## config.mk

```make
export PLATFORM = sky130hd
export DESIGN_NAME = ea_calc_unit_flat
export DESIGN_NICKNAME = d
export VERILOG_FILES = /design/src/rtl/ea_calc_unit_if.sv /design/src/rtl/ea_calc_unit.sv /design/src/flat_wrapper.sv
export SDC_FILE = /design/constraint.sdc
export NUM_CORES = 1
export LEC_CHECK = 0
export ABC_CLOCK_PERIOD_IN_PS = 2800
export CORE_ASPECT_RATIO = 1.5
export CORE_MARGIN = 4
export CORE_UTILIZATION = 40
export DETAILED_ROUTE_END_ITERATION = 8
export GPL_TIMING_DRIVEN = 1
export PLACE_DENSITY_LB_ADDON = 0.3
export SLEW_MARGIN = 40
export SYNTH_ARGS = -nofsm -noshare
export SYNTH_HDL_FRONTEND = slang
export SYNTH_SLANG_ARGS = --single-unit
export TNS_END_PERCENT = 50
```

## constraint.sdc

```tcl
create_clock -name clk -period 2.8 [get_ports clk]
set_input_delay 0.56 -clock clk [delete_from_list [all_inputs] [get_ports clk]]
set_output_delay 0.56 -clock clk [all_outputs]
set_load 0.03 [all_outputs]
```

## src/rtl/ea_calc_unit_if.sv

```systemverilog
// Operand-path bundle between the decode/regfile side and the EA calculator.
interface ea_calc_unit_if #(
  parameter int WIDTH = 16
);
  logic             flush;
  logic             start;
  logic [1:0]       As;
  logic             Ad;
  logic             BW;
  logic [WIDTH-1:0] Sout;
  logic [WIDTH-1:0] Dout;
  logic [WIDTH-1:0] MDB_out;
  logic             mdb_valid;
  logic             mdb_ack;
  logic [WIDTH-1:0] src_addr;
  logic             src_addr_valid;
  logic [WIDTH-1:0] dst_addr;
  logic             dst_addr_valid;
  logic [WIDTH-1:0] incr_val;
  logic             incr_we;
  logic             busy;
  logic             done;

  modport master (
    output flush, start, As, Ad, BW, Sout, Dout, MDB_out, mdb_valid,
    input  mdb_ack, src_addr, src_addr_valid, dst_addr, dst_addr_valid,
           incr_val, incr_we, busy, done
  );

  modport slave (
    input  flush, start, As, Ad, BW, Sout, Dout, MDB_out, mdb_valid,
    output mdb_ack, src_addr, src_addr_valid, dst_addr, dst_addr_valid,
           incr_val, incr_we, busy, done
  );
endinterface

```

## src/rtl/ea_calc_unit.sv

```systemverilog
// MSP430 effective-address calculator: source then destination address
// generation, autoincrement write-back, and a tapped register-value history
// so the addressing lines up with the core's pipeline timing.
module ea_calc_unit #(
  parameter int WIDTH      = 16,
  parameter int HIST_DEPTH = 3,
  parameter int SRC_TAP    = 0,
  parameter int DST_TAP    = 0
) (
  input logic           clk,
  input logic           rst,
  ea_calc_unit_if.slave bus
);

  typedef enum logic [1:0] {IDLE, SRC, DST, DONE} state_t;

  // Operation descriptor captured at start.
  typedef struct packed {
    logic [1:0] as;
    logic       ad;
    logic       bw;
  } op_t;

  state_t state, state_nx;
  op_t    op;

  logic [HIST_DEPTH-1:0][WIDTH-1:0] s_hist, d_hist;
  logic [WIDTH-1:0] s_cur, d_cur, src_sum, incr_step;

  logic [WIDTH-1:0] src_addr_q, dst_addr_q, incr_val_q;
  logic             src_vld_q, dst_vld_q;

  // Control strobes from the FSM into the datapath registers.
  logic latch_op, clr_vld, src_ld, dst_ld, incr_ld;
  logic mdb_ack, incr_we, done;

  assign s_cur     = s_hist[SRC_TAP];
  assign d_cur     = d_hist[DST_TAP];
  // Indexed mode adds the extension word; indirect modes use the register as-is.
  assign src_sum   = s_cur + ((op.as == 2'b01) ? bus.MDB_out : '0);
  assign incr_step = op.bw ? WIDTH'(1) : WIDTH'(2);

  // Register-value history; shifts every cycle regardless of state or flush.
  always_ff @(posedge clk or posedge rst) begin
    if (rst) begin
      s_hist <= '0;
      d_hist <= '0;
    end else begin
      s_hist[0] <= bus.Sout;
      d_hist[0] <= bus.Dout;
      for (int k = 1; k < HIST_DEPTH; k++) begin
        s_hist[k] <= s_hist[k-1];
        d_hist[k] <= d_hist[k-1];
      end
    end
  end

  // State register.
  always_ff @(posedge clk or posedge rst) begin
    if (rst) state <= IDLE;
    else     state <= state_nx;
  end

  // Next state and per-cycle strobes; flush overrides everything.
  always_comb begin
    state_nx = state;
    latch_op = 1'b0;
    clr_vld  = 1'b0;
    src_ld   = 1'b0;
    dst_ld   = 1'b0;
    incr_ld  = 1'b0;
    mdb_ack  = 1'b0;
    incr_we  = 1'b0;
    done     = 1'b0;
    case (state)
      IDLE: begin
        if (bus.start) begin
          latch_op = 1'b1;
          clr_vld  = 1'b1;
          state_nx = SRC;
        end
      end
      SRC: begin
        case (op.as)
          2'b00: state_nx = DST;
          2'b01: begin
            if (bus.mdb_valid) begin
              src_ld   = 1'b1;
              mdb_ack  = 1'b1;
              state_nx = DST;
            end
          end
          2'b10: begin
            src_ld   = 1'b1;
            state_nx = DST;
          end
          default: begin
            src_ld   = 1'b1;
            incr_ld  = 1'b1;
            incr_we  = 1'b1;
            state_nx = DST;
          end
        endcase
      end
      DST: begin
        if (!op.ad) begin
          state_nx = DONE;
        end else if (bus.mdb_valid) begin
          dst_ld   = 1'b1;
          mdb_ack  = 1'b1;
          state_nx = DONE;
        end
      end
      default: begin
        done     = 1'b1;
        state_nx = IDLE;
      end
    endcase
    if (bus.flush) begin
      state_nx = IDLE;
      latch_op = 1'b0;
      clr_vld  = 1'b1;
      src_ld   = 1'b0;
      dst_ld   = 1'b0;
      incr_ld  = 1'b0;
      mdb_ack  = 1'b0;
      incr_we  = 1'b0;
      done     = 1'b0;
    end
  end

  // Operation latch and address/increment result registers.
  always_ff @(posedge clk or posedge rst) begin
    if (rst) begin
      op         <= '0;
      src_addr_q <= '0;
      dst_addr_q <= '0;
      incr_val_q <= '0;
      src_vld_q  <= 1'b0;
      dst_vld_q  <= 1'b0;
    end else begin
      if (latch_op) op <= '{as: bus.As, ad: bus.Ad, bw: bus.BW};
      if (clr_vld) begin
        src_vld_q <= 1'b0;
        dst_vld_q <= 1'b0;
      end
      if (src_ld) begin
        src_addr_q <= src_sum;
        src_vld_q  <= 1'b1;
      end
      if (dst_ld) begin
        dst_addr_q <= d_cur + bus.MDB_out;
        dst_vld_q  <= 1'b1;
      end
      if (incr_ld) incr_val_q <= s_cur + incr_step;
    end
  end

  assign bus.mdb_ack        = mdb_ack;
  assign bus.incr_we        = incr_we;
  assign bus.done           = done;
  assign bus.busy           = (state != IDLE);
  assign bus.src_addr       = src_addr_q;
  assign bus.src_addr_valid = src_vld_q;
  assign bus.dst_addr       = dst_addr_q;
  assign bus.dst_addr_valid = dst_vld_q;
  assign bus.incr_val       = incr_val_q;

endmodule

```

## src/flat_wrapper.sv

```systemverilog
// flat-port wrapper written by rule: the top's interface ports become plain ports
module ea_calc_unit_flat 
#(
  parameter int WIDTH      = 16,
  parameter int HIST_DEPTH = 3,
  parameter int SRC_TAP    = 0,
  parameter int DST_TAP    = 0
)
  (clk, rst, bus_flush, bus_start, bus_As, bus_Ad, bus_BW, bus_Sout, bus_Dout, bus_MDB_out, bus_mdb_valid, bus_mdb_ack, bus_src_addr, bus_src_addr_valid, bus_dst_addr, bus_dst_addr_valid, bus_incr_val, bus_incr_we, bus_busy, bus_done);
  ea_calc_unit_if #(.WIDTH(WIDTH)) bus_i ();
  input logic clk;
  input logic rst;
  input wire logic [$bits(bus_i.flush)-1:0] bus_flush;
  input wire logic [$bits(bus_i.start)-1:0] bus_start;
  input wire logic [$bits(bus_i.As)-1:0] bus_As;
  input wire logic [$bits(bus_i.Ad)-1:0] bus_Ad;
  input wire logic [$bits(bus_i.BW)-1:0] bus_BW;
  input wire logic [$bits(bus_i.Sout)-1:0] bus_Sout;
  input wire logic [$bits(bus_i.Dout)-1:0] bus_Dout;
  input wire logic [$bits(bus_i.MDB_out)-1:0] bus_MDB_out;
  input wire logic [$bits(bus_i.mdb_valid)-1:0] bus_mdb_valid;
  output wire logic [$bits(bus_i.mdb_ack)-1:0] bus_mdb_ack;
  output wire logic [$bits(bus_i.src_addr)-1:0] bus_src_addr;
  output wire logic [$bits(bus_i.src_addr_valid)-1:0] bus_src_addr_valid;
  output wire logic [$bits(bus_i.dst_addr)-1:0] bus_dst_addr;
  output wire logic [$bits(bus_i.dst_addr_valid)-1:0] bus_dst_addr_valid;
  output wire logic [$bits(bus_i.incr_val)-1:0] bus_incr_val;
  output wire logic [$bits(bus_i.incr_we)-1:0] bus_incr_we;
  output wire logic [$bits(bus_i.busy)-1:0] bus_busy;
  output wire logic [$bits(bus_i.done)-1:0] bus_done;
  assign bus_i.flush = bus_flush;
  assign bus_i.start = bus_start;
  assign bus_i.As = bus_As;
  assign bus_i.Ad = bus_Ad;
  assign bus_i.BW = bus_BW;
  assign bus_i.Sout = bus_Sout;
  assign bus_i.Dout = bus_Dout;
  assign bus_i.MDB_out = bus_MDB_out;
  assign bus_i.mdb_valid = bus_mdb_valid;
  assign bus_mdb_ack = bus_i.mdb_ack;
  assign bus_src_addr = bus_i.src_addr;
  assign bus_src_addr_valid = bus_i.src_addr_valid;
  assign bus_dst_addr = bus_i.dst_addr;
  assign bus_dst_addr_valid = bus_i.dst_addr_valid;
  assign bus_incr_val = bus_i.incr_val;
  assign bus_incr_we = bus_i.incr_we;
  assign bus_busy = bus_i.busy;
  assign bus_done = bus_i.done;
  ea_calc_unit #(.WIDTH(WIDTH), .HIST_DEPTH(HIST_DEPTH), .SRC_TAP(SRC_TAP), .DST_TAP(DST_TAP)) u_core (.clk(clk), .rst(rst), .bus(bus_i));
endmodule
```

==> impl_metrics.ini, run 1 <==
[global_routing]
antenna_found_initial = 0
grtUsageTotal_pct = 17.2
grt_pass1_wl_um = 19000
grt_pass1_vias = 3965
grt_overflow = 0
grt_max_degree = 42

[sta]
post-route-period-util_pct = 96.8
rsz0062_at_grt = no
hold_ws_ps = 474
layout_setup_ws_ps = 89.9
post-route-min-period_ps = 2710
maxSlewViolCount = 0
hold_violations = 0
finalSetupViolCount = 0
fin_skew_ps = 4.45
tightest_slew_ps = 536
fmax_ghz = 0.369
relSlewSlack_pct = 64.1

[min_path]
min_from = u_core.bus.incr_val[7]$_DFFE_PP0P_
hold_path_class = reg2reg

[critical_path]
max_stage_delay_ps = 670
slowest_stage = clkdlybuf4s50_1
worstPathMaxFanout = 3
cp_num_buf_inv = 2
critPathKind = in2out
cp_common_cell = clkdlybuf4s50_1
endpoint_kind = output pin
worstPathArrival_ps = 2150
worstSetupStartpoint = bus_mdb_valid
worst_ep_required_time_ps = 2240
cp_top_family = buffers and inverters
worst_setup_path_start_kind = primary input
path_cells = clkdlybuf4s50_1 > nor2b_1 > nand2_1 > nor2_1 > clkdlybuf4s50_1
r2r-start = u_core.op[2]$_DFFE_PP0P_

[floorplan]
rows = 48
die_h_um = 142
die_area_sq_um = 13800
fp.coreArea_sq_um = 11600
die_x_um = 97.2
start_util_pct = 41.2
ios = 111

[pwr]
power.leakage_nw = 2.90
switching_share_pct = 38.6
seq_power_share_pct = 32.8
netSwitchingPower_mw = 2.19
intPower_mw = 3.49
powerDensity_nw_per_um2 = 875
peakVddDrop_v = 0.000428
pwr-share-clk_pct = 18.8
power.total_mw = 5.68
power_frac_comb_pct = 48.3

[logic_synthesis]
ys_async_sr_fraction_pct = 100
synth_area_per_cell_sq_um = 10.0
yosysMostFrequentCell = dfrtp_1
yosysWarnings = 0
synth_fp_nets = 572
ys_seq_area_share_pct = 46.1
yosys_most_used_dff = dfrtp_1
synth-edff-count = 0
netlist_instances = 476
yosysUniqueCellTypes = 48
syn_area_sq_um = 4770
synthTopCellsByArea = dfrtp_1 46%, ha_1 9.4%, nand2_1 5.7%
synth-seq-cells = 88
ys_top_cells_by_count = 88 x dfrtp_1, 72 x nand2_1, 37 x o21ai_0
synth_top_area_share_pct = 46.1
synth_largest_area_cell = dfrtp_1

[cts]
cts_tree = built
clk_pin_slew_worst_paths_ps = 60
worstSkewPairLatency_ps = 330
htreeDepth = 3
cts_root_buf = clkbuf_16
numCtsBuffers = 9
cts.sinks = 88
clock_path_buffers = 2
hold_buffers = 0

[place]
place_ws_ps = -294
gp_congestion = 0.843
dp_cells = 748
port_buffers = 110
dp_hpwl_um = 9340

[detailed_routing]
firstDrtPassIters = 4
routedWlPerCell_um = 15.2
wirelength_um = 11600
drc = 0
initialDrtViolationCount = 81
drtAntennaViolNets = 0
via_count = 3911
vias_per_cell = 5.13

[finish]
layout-drive-gt1-share_pct = 10.1
fin_nets = 706
syn2layout_area_growth_pct = 36.2
multi_input_comb_area_sq_um = 2470
final_cells = 762
diodes = 0
seqCellArea_sq_um = 2200
final_util_pct = 56.1
num-fill-cells = 1020

[job]
max_cap_viol_count = 0

[outcome]
status = finished, final reports clean
[power by group through the flow]
stage,sequential [mW],clock (mW),combinational (mW)
after floorplan,2.44,0,1.11
after global placement,1.88,0,2.71
after detailed placement,1.89,0,2.75
after CTS,1.87,1.10,2.77
after global routing,1.91,1.17,2.99
final,1.87,1.07,2.75
[state kept, by name (all words and copies together), names as in the netlist]
signal and flops:
u_core.bus.dst_addr 16, u_core.op 4, u_core.bus.src_addr_valid 1, u_core.bus.dst_addr_valid 1
u_core.s_cur 16, u_core.bus.src_addr 16, u_core.bus.incr_val 16, u_core.d_cur 16
u_core.state 2
[metal layers]
layer  up-vias  wire length (um)  track usage [%]
li1       1946                 -                -
met1      1865              4630             19.5
met2        89              6370             32.2
met3        11               456             3.39
met4         0               136             5.40
met5         -                 0                0
[placed cells by master, fill, tap and decap left out, types with 3 or more instances in the layout]
master	n
nand4_1	5
xnor2_1	18
dfrtp_1	88
nand3_1	19
nor2b_1	6
o21bai_1	3
and2_1	16
buf_4	25
nor3_1	7
o21ai_0	37
clkdlybuf4s50_1	109
mux2_2	7
a211oi_1	3
clkbuf_16	9
nand2_1	72
o211ai_1	7
ha_1	36
a21oi_1	22
o21ai_1	12
a21oi_2	3
inv_1	12
and3_1	5
nor2_1	19
xor2_1	22
a21o_1	13
[stage by stage]
| stage | area, sq um | setup TNS [ps] |
|---|---|---|
| after detailed placement | 6230 | -1080 |
| after global routing | 6500 | 0 |
| final | 6500 | 0 |
| after floorplan | 4780 | 0 |
| after global placement | 6230 | -836 |
| after CTS | 6490 | 0 |
[cell type report]
cell class / instances / share of cell area (%)
multi-input combinational: 362 / 38.1
sequential: 88 / 33.9
timing repair buffer: 136 / 20.3
clock buffer: 12 / 3.95
tap: 150 / 2.89
inverter: 13 / 0.809
clock inverter: 1 / 0.0770
[worst reg2reg max path, delay by kind of cell (launching register included)]
family / cells / cell delay, ps
AO/OA/AOI/OAI: 4 / 830
adder cells (fa/ha/maj): 2 / 610
flip-flops: 1 / 400
AND/OR/NAND/NOR: 2 / 360
multiplexers: 1 / 260
XOR/XNOR: 1 / 70
[cells by family after synthesis]
kind of cell               share of synthesized area [%]
buffers and inverters                               2.05
DFF                                                 46.1
and+or+nand+nor                                     15.1
AOI/OAI and AO/OA                                   16.8
xor gates and xnor gates                            7.34
muxes                                               1.86
adders and majority gates                           10.7
[worst paths after layout]
path	end	slack (ps)	cells past startpoint
setup / recovery	bus_mdb_ack	90	5
hold / removal	u_core.bus.incr_val[7]$_DFFE_PP0P_	470	2
setup reg to reg	u_core.bus.src_addr[12]$_DFFE_PP0P_	160	10
hold reg to reg	u_core.bus.incr_val[7]$_DFFE_PP0P_	470	2
max in group asynchronous	u_core.s_cur[7]$_DFF_PP0_	1680	3
min in group asynchronous	u_core.s_cur[1]$_DFF_PP0_	580	2
[what timing repair did]
action                                  CTS  global route
setup buffers                             0             1
endpoints found under the setup margin    0             1
gates resized for setup                   0             1
Note: power is estimated with default switching activity, not from simulation.
==> run 2, diff against run 1 <==
--- a/config.mk
+++ b/config.mk
@@ -9,6 +9,7 @@
 export CORE_ASPECT_RATIO = 1.5
 export CORE_MARGIN = 4
 export CORE_UTILIZATION = 40
+export CTS_CLUSTER_SIZE = 30
 export DETAILED_ROUTE_END_ITERATION = 8
 export GPL_TIMING_DRIVEN = 1
 export PLACE_DENSITY_LB_ADDON = 0.3
==> results of run 2 <==
Final layout, timing and power as in run 1 (identical DEF).
==> run 3, diff against run 2 <==
--- a/config.mk
+++ b/config.mk
@@ -8,11 +8,13 @@
 export ABC_CLOCK_PERIOD_IN_PS = 2800
 export CORE_ASPECT_RATIO = 1.5
 export CORE_MARGIN = 4
-export CORE_UTILIZATION = 40
+export CORE_UTILIZATION = 46
 export CTS_CLUSTER_SIZE = 30
 export DETAILED_ROUTE_END_ITERATION = 8
 export GPL_TIMING_DRIVEN = 1
+export MAX_ROUTING_LAYER = met4
 export PLACE_DENSITY_LB_ADDON = 0.3
+export SKIP_LAST_GASP = 1
 export SLEW_MARGIN = 40
 export SYNTH_ARGS = -nofsm -noshare
 export SYNTH_HDL_FRONTEND = slang
==> run 3 against run 2 <==
  * Power increased by 2.1%
  * Worst setup slack improved by 11 ps
  * Register-to-register slack improved by 60 ps
  * Critical path type is now in2reg
  * Highest routed layer unchanged
==> impl_metrics.ini, run 3 (synthesis gave the netlist of run 1 again) <==
[critical_path]
endpoint_kind = flop
reg2regPathDepth = 11
max_stage_delay_ps = 450
worstPathArrival_ps = 2920
slowest_stage = fa_1
worstPathMaxFanout = 3
r2r_end = u_core.bus.src_addr[15]$_DFFE_PP0P_
cp_num_buf_inv = 2
worst_setup_path_start_kind = primary input
critPathKind = in2reg
worst_ep_required_time_ps = 3020
worstSetupStartpoint = bus_MDB_out[0]
cp_top_family = compound AO/OA/AOI/OAI gates
path_cells = clkdlybuf4s50_1 > buf_4 > ha_1 > fa_1 > a21oi_4 > o211ai_2 > a2111oi_4 > o41ai_2 > xnor2_1 > o21ai_1
rrSetupSlack_ps = 220
r2r-start = u_core.op[3]$_DFFE_PP0P_
cp_num_cells = 10
crit_end = u_core.bus.dst_addr[12]$_DFFE_PP0P_

[cts]
worstSkewPairLatency_ps = 340
cts_setup_buffers = 0
numCtsBuffers = 9
clock_path_buffers = 2
htreeDepth = 3
cts.sinks = 88
cts_root_buf = clkbuf_16
cts_tree = built
clk_pin_slew_worst_paths_ps = 60

[finish]
fin_nets = 709
layout_commonest_cell = clkdlybuf4s50_1
final_area_sq_um = 6510
layout_common_cells = 109 x clkdlybuf4s50_1, 88 x dfrtp_1, 72 x nand2_1
seqCellArea_sq_um = 2200
final_util_pct = 64.2
syn2layout_area_growth_pct = 36.3
num-fill-cells = 868
diodes = 0
multi_input_comb_area_sq_um = 2490
final_cells = 735
layout-drive-gt1-share_pct = 10.7

[place]
port_buffers = 110
dp_hpwl_um = 9510
gp_congestion = 0.851
dp_cells = 719
placed_area_sq_um = 6200

[floorplan]
rows = 45
die_x_um = 91.2
die_h_um = 133
die_area_sq_um = 12100
ios = 111
fp.coreArea_sq_um = 10100
start_util_pct = 47.1

[detailed_routing]
vias_per_cell = 5.35
routedWlPerCell_um = 16.3
drtAntennaViolNets = 0
wirelength_um = 12000
via_count = 3932
initialDrtViolationCount = 126
firstDrtPassIters = 4
drc = 0

[global_routing]
grt_pass1_vias = 4110
grtUsageTotal_pct = 21.3
antenna_found_initial = 0
grt_overflow = 0
grt_max_degree = 89
grt_pass1_wl_um = 19900

[pwr]
powerDensity_nw_per_um2 = 892
peakVddDrop_v = 0.000388
power.leakage_nw = 2.92

[sta]
post-route-period-util_pct = 96.4
rsz0062_at_grt = yes
hold_ws_ps = 474
tightest_slew_ps = 470
finalSetupViolCount = 0
hold_violations = 0
maxSlewViolCount = 0
fin_skew_ps = 5.88
relSlewSlack_pct = 68.7
fmax_ghz = 0.371
post-route-min-period_ps = 2700

[job]
max_cap_viol_count = 0

[min_path]
hold_path_class = reg2reg
min_path_cells = 2

[outcome]
status = finished, final reports clean
## run 3: how the worst min path moves through the flow
stage / from / endpoint / slack (ps)
3_5_place_dp: u_core.bus.incr_val[10]$_DFFE_PP0P_ / u_core.bus.incr_val[10]$_DFFE_PP0P_ / 470
2_1_floorplan: u_core.op[0]$_DFFE_PP0P_ / u_core.op[0]$_DFFE_PP0P_ / 510
4_1_cts: u_core.bus.incr_val[10]$_DFFE_PP0P_ / u_core.bus.incr_val[10]$_DFFE_PP0P_ / 480
3_3_place_gp: u_core.bus.incr_val[7]$_DFFE_PP0P_ / u_core.bus.incr_val[7]$_DFFE_PP0P_ / 460
5_1_grt: u_core.bus.incr_val[6]$_DFFE_PP0P_ / u_core.bus.incr_val[6]$_DFFE_PP0P_ / 510
6_report: u_core.bus.incr_val[8]$_DFFE_PP0P_ / u_core.bus.incr_val[8]$_DFFE_PP0P_ / 470
## run 3: cell type report
class / count / area share [%]
Multi-Input combinational cell: 362 / 38.3
Sequential cell: 88 / 33.8
Timing Repair Buffer: 139 / 20.4
Clock buffer: 12 / 3.63
Tap cell: 117 / 2.25
Inverter: 13 / 0.808
Clock inverter: 4 / 0.692
## run 3: power breakdown
part	internal, mW	switching [mW]
registers	1.64	0.238
clock network	0.687	0.459
logic	1.23	1.55
## run 3: layer usage
metal	GRT usage, %	routed length (um)
met4	8.39	331
met2	38.2	6520
met1	23.5	4710
met3	3.30	410
met5	-	0
## run 3: stage by stage
| stage | total power, mW | TNS (ps) | setup WS (ps) |
|---|---|---|---|
| 2_1_floorplan | 3.55 | 0 | 287 |
| 3_3_place_gp | 4.62 | -1240 | -244 |
| 3_5_place_dp | 4.69 | -1470 | -306 |
| 4_1_cts | 5.87 | 0 | 54.4 |
| 5_1_grt | 6.17 | -6.50 | -5.03 |
| 6_report | 5.80 | 0 | 101 |
## run 3: worst min-delay path, cell delays in order (launching register included)
cell and delay [ps]:
dfrtp_1 340, nand2_1 50, o21ai_0 60
## run 3: timing repair
| action | 4_1_cts | 5_1_grt |
|---|---|---|
| hold buffers | 0 | 0 |
| hold endpoints to repair | 0 | 0 |
| endpoints found under the setup margin | 0 | 6 |
| gates resized for setup | 0 | 3 |
